$ cat config.mk
export PLATFORM = sky130hd
export DESIGN_NAME = transmisor_mdio
export DESIGN_NICKNAME = d
export VERILOG_FILES = /design/src/rtl/transmisor_mdio.sv
export SDC_FILE = /design/constraint.sdc
export NUM_CORES = 1
export LEC_CHECK = 0
export BUFFER_PORTS_ARGS = -buffer_cell sky130_fd_sc_hd__buf_2
export CORE_ASPECT_RATIO = 1.5
export CORE_MARGIN = 4
export CORE_UTILIZATION = 50
export CTS_CLUSTER_SIZE = 14
export DETAILED_ROUTE_END_ITERATION = 6
export PLACE_DENSITY = 0.72
export SLEW_MARGIN = 25
export SYNTH_ARGS = -nofsm -noshare
export SYNTH_HDL_FRONTEND = slang
export SYNTH_SLANG_ARGS = --single-unit
$ cat constraint.sdc
create_clock -name CLK -period 2.7 [get_ports CLK]
set_input_delay 0.405 -clock CLK [delete_from_list [all_inputs] [get_ports CLK]]
set_output_delay 0.405 -clock CLK [all_outputs]
set_load 0.05 [all_outputs]
$ cat src/rtl/transmisor_mdio.sv
// transmisor_mdio: Clause-22 MDIO station management controller.
// Serialises a 32-bit frame word MSB-first, with an optional preamble of
// ones. MDC runs at CLK/2 during a frame. For read opcodes the line is
// released from the turnaround onward and 16 data bits are captured.
module transmisor_mdio #(
  parameter int PREAMBLE_BITS = 0
) (
  input  logic        CLK,
  input  logic        reset,
  input  logic        MDIO_START,
  input  logic [31:0] T_DATA,
  input  logic        MDIO_IN,
  output logic        MDC,
  output logic        MDIO_OUT,
  output logic        MDIO_OE,
  output logic [15:0] RD_DATA,
  output logic        DATA_RDY,
  output logic        BUSY
);

  typedef enum logic [1:0] {
    IDLE  = 2'd0,
    PRE   = 2'd1,
    FRAME = 2'd2,
    DONE  = 2'd3
  } state_t;

  // Last preamble bit index; only meaningful when a preamble exists.
  localparam logic [5:0] PRE_LAST  = (PREAMBLE_BITS > 0) ? 6'(PREAMBLE_BITS - 1) : 6'd0;
  localparam logic [5:0] FRM_LAST  = 6'd31;
  localparam logic [5:0] TA_FIRST  = 6'd14;
  localparam logic [5:0] DAT_FIRST = 6'd16;

  state_t      state, state_nx;
  logic [31:0] shreg;     // frame bits, current bit always at [31]
  logic        is_read;   // latched opcode decode (OP == 2'b10)
  logic [5:0]  cnt;       // bit index inside PRE or FRAME
  logic        phase;     // 0: MDC low half, 1: MDC high half
  logic [14:0] rd_shift;  // read bits 16..30; bit 31 goes straight to RD_DATA

  logic pre_end, frm_end, rd_sample;

  assign pre_end   = (state == PRE)   && phase && (cnt == PRE_LAST);
  assign frm_end   = (state == FRAME) && phase && (cnt == FRM_LAST);
  assign rd_sample = (state == FRAME) && phase && is_read && (cnt >= DAT_FIRST);

  // State register with synchronous active-low reset.
  always_ff @(posedge CLK) begin
    if (!reset) state <= IDLE;
    else        state <= state_nx;
  end

  // Next-state logic.
  always_comb begin
    state_nx = state;
    case (state)
      IDLE:    if (MDIO_START) state_nx = (PREAMBLE_BITS > 0) ? PRE : FRAME;
      PRE:     if (pre_end)    state_nx = FRAME;
      FRAME:   if (frm_end)    state_nx = DONE;
      DONE:    state_nx = IDLE;
      default: state_nx = IDLE;
    endcase
  end

  // Datapath: frame latch/shift, bit and phase counters, read capture.
  always_ff @(posedge CLK) begin
    if (!reset) begin
      shreg    <= '0;
      is_read  <= 1'b0;
      cnt      <= '0;
      phase    <= 1'b0;
      rd_shift <= '0;
      RD_DATA  <= '0;
    end else begin
      case (state)
        IDLE: begin
          cnt   <= '0;
          phase <= 1'b0;
          if (MDIO_START) begin
            shreg   <= T_DATA;
            is_read <= (T_DATA[29:28] == 2'b10);
          end
        end
        PRE: begin
          phase <= ~phase;
          if (phase) cnt <= pre_end ? 6'd0 : cnt + 6'd1;
        end
        FRAME: begin
          phase <= ~phase;
          if (phase) begin
            // Counter holds at the last bit instead of wrapping.
            if (!frm_end) cnt <= cnt + 6'd1;
            shreg <= {shreg[30:0], 1'b0};
          end
          if (rd_sample) begin
            if (frm_end) RD_DATA  <= {rd_shift, MDIO_IN};
            else         rd_shift <= {rd_shift[13:0], MDIO_IN};
          end
        end
        DONE: begin
          cnt   <= '0;
          phase <= 1'b0;
        end
        default: begin
          cnt   <= '0;
          phase <= 1'b0;
        end
      endcase
    end
  end

  // Outputs are decoded from registered state only, so they change right
  // at the edge that enters each phase and stay stable across MDC rising.
  always_comb begin
    MDC      = 1'b0;
    MDIO_OUT = 1'b0;
    MDIO_OE  = 1'b0;
    BUSY     = 1'b0;
    DATA_RDY = 1'b0;
    case (state)
      PRE: begin
        MDC      = phase;
        MDIO_OUT = 1'b1;
        MDIO_OE  = 1'b1;
        BUSY     = 1'b1;
      end
      FRAME: begin
        MDC  = phase;
        BUSY = 1'b1;
        // Reads release the line from TA onward; output forced low there.
        MDIO_OE  = !(is_read && (cnt >= TA_FIRST));
        MDIO_OUT = MDIO_OE && shreg[31];
      end
      DONE:    DATA_RDY = is_read;
      default: ;
    endcase
  end

endmodule

==> results.yml <==
worst_setup_path:
  start_kind: "register"
  r2r-end: "rd_shift[0]$_SDFFE_PN0P_"
  arrival_ns: 2.08
  cpPeakStageDelay_ns: 0.36
  path_class: "reg2out"
  path_cells: "inv_1 > ha_2 > buf_4 > a21boi_1 > a21oi_1 > nor2b_1 > buf_2"
  rr_worst_depth: 6
  cp.buffers_inverters: 3
  cp_top_family: "buffers and inverters"
  r2r_start: "state[0]$_SDFFE_PN0P_"
  r2r_slack_ns: 0.48
  required_ns: 2.30
  worst-path-max-fanout: 16
  crit_slowest_cell: "dfxtp_1"
  cp-end-kind: "output pin"
sta:
  rsz0062_at_grt: "false"
  setup_viol: 0
  finalMaxSlewViolations: 0
  holdWs_ns: 0.324
  fin_tns_setup_ns: 0
  fin_crit_sh: 0.919
  timing.fmax_ghz: 0.403
  worst_pin_slew_ns: 0.927
  skew_ns: 0.00882
  relSlewSlack: 0.381
  hold_violations: 0
  post-route-min-period_ns: 2.48
logic_synthesis:
  synth_edf_count: 0
  yosysTopAreaCell: "dfxtp_1"
  synth_common_cells: "73 x dfxtp_1, 53 x nand2_1, 48 x mux2i_1"
  syn_avg_cell_area_sq_um: 9.51
  yosysSeqAreaShare: 0.438
  synth.most_common_cell: "dfxtp_1"
  async_flop_share: 0
  netlist_instances: 351
  synthTopCellsByArea: "dfxtp_1 44%, mux2i_1 14%, a211oi_1 6.7%, nand2_1 6.0%, nor2_1 3.9%"
  synth.distinct_cells: 46
  yosys_warnings: 0
  synthFlopType: "dfxtp_1"
  netlist_area_sq_um: 3340
  ys_ff_latch: 73
  synth_nets: 396
  synth_top_area_share: 0.438
job:
  max_cap_viol_count: 0
clock_tree:
  cts.path.max_buffers: 2
  numCtsBuffers: 9
  holdBufCountCts: 0
  htreeDepth: 3
  cts_tree: "built"
  clk_pin_slew_worst_paths_ns: 0.08
  post_cts_resized: 0
  postCtsSetupBuffers: 0
  cts_sinks: 73
  insertion_delay_ns: 0.35
  cts_root_buf: "clkbuf_8"
finish:
  area_growth_pct: 13.4
  final_util: 0.584
  diodes: 0
  nets: 441
  drive_gt1_frac: 0.224
detailed_routing:
  drc_errors: 0
  viasPerCell: 5.38
  vias: 2566
  first_pass_iters: 4
  wirelength_um: 6350
  post_drt_wl_per_cell_um: 13.3
  drt_iter0_drc: 125
  ant_nets: 0
min_path:
  whs_endpoint: "RD_DATA[0]$_SDFFE_PN0P_"
  holdPathStages: 3
  min_path_type: "in2reg"
  worstHoldStart: "MDIO_IN"
power_and_ir_drop:
  total_power_mw: 3.89
  powerDensity_nw_per_um2: 1030
  peakVddDrop_v: 0.000957
  leakage_nw: 1.52
floorplan:
  die_w_um: 74.7
  core_sq_um: 6490
  rows: 36
  num_io_pins: 57
  initial_utilization: 0.515
  die_area_sq_um: 8070
  die_h_um: 108
placement:
  dpl.hpwl_um: 4460
  io_buffers: 56
  place.gp.congestion: 0.792
global_route:
  gr-usage-all-layers: 0.173
  grt_pass1_vias: 2528
  grt-ovfl-total: 0
  grt_max_degree: 65
  antenna_found_initial: 0
  grt_first_pass_wirelength_um: 10900
run_status:
  status: "finished, final reports clean"
[worst max-delay path by stage]
stage	depth (start not counted)	to	start	slack [ns]
2_1_floorplan	3	MDIO_OUT	state[0]$_SDFFE_PN0P_	0.43
3_3_place_gp	6	rd_shift[6]$_SDFFE_PN0P_	state[0]$_SDFFE_PN0P_	0.53
3_5_place_dp	6	shreg[8]$_SDFFE_PN0P_	state[1]$_SDFFE_PN0P_	0.46
4_1_cts	7	MDIO_OUT	state[0]$_SDFFE_PN0P_	0.12
5_1_grt	7	MDIO_OUT	state[0]$_SDFFE_PN0P_	0.03
6_report	7	MDIO_OUT	state[0]$_SDFFE_PN0P_	0.22
[kinds of logic (layout without fill, tap and decap cells)]
| logic type | after synthesis | count (layout) | share of synthesized area |
|---|---|---|---|
| multiplexers | 49 | 49 | 0.147 |
| adder cells (fa/ha/maj) | 9 | 9 | 0.0337 |
| buffers and inverters | 34 | 84 | 0.0652 |
| AO/OA/AOI/OAI | 71 | 71 | 0.156 |
| AND/OR/NAND/NOR | 115 | 115 | 0.160 |
| flip-flops | 73 | 73 | 0.438 |
[registers in the layout, summed over array words and instances, names as in the netlist]
register  count
state         2
rd_shift     15
RD_DATA      16
shreg        32
phase         1
cnt           6
is_read       1
[through the flow]
| step | setup slack, ns | cell area, sq um | cells |
|---|---|---|---|
| finish | 0.218 | 3780 | 477 |
| global route | 0.0336 | 3780 | 477 |
| CTS | 0.122 | 3780 | 477 |
| detailed placement | 0.465 | 3560 | 461 |
| global placement | 0.527 | 3560 | 461 |
| floorplan | 0.432 | 3340 | 351 |
[area by class of cell]
type                            instances  area [sq um]
Fill cell                             593          2700
Multi-Input combinational cell        244          1660
Sequential cell                        73          1460
Timing Repair Buffer                   60           310
Clock buffer                            9           124
Clock inverter                          7           100
Tap cell                               76          95.1
Inverter                                8          30.0
[cells in the final DEF, fill, tap and decap left out, drive strengths merged, types with 9 or more instances in the layout]
cell type and instances:
buf 60, a211oi 31, nand2 53, dfxtp 73, ha 9, clkbuf 9, inv 9, a21oi 20
nor2 36, mux2i 48
[power by group]
part | switching, mW | internal [mW]
clock | 0.425 | 0.528
sequential | 0.166 | 1.35
combinational | 0.842 | 0.583
[worst register-to-register path, delay by kind of cell (launching register included)]
kind | cells | cell delay [ns]
and+or+nand+nor | 2 | 0.93
buffers and inverters | 2 | 0.39
DFF | 1 | 0.36
muxes | 1 | 0.27
adders and majority gates | 1 | 0.20
[metal layers]
layer  up-vias  part of all wire  GRT usage
met5         -                 0          0
met4         0             0.022     0.0802
met3        12             0.055     0.0447
met2        59              0.50      0.294
met1      1176              0.43      0.198
li1       1319                 -          -
Note: power is estimated with default switching activity, not from simulation.
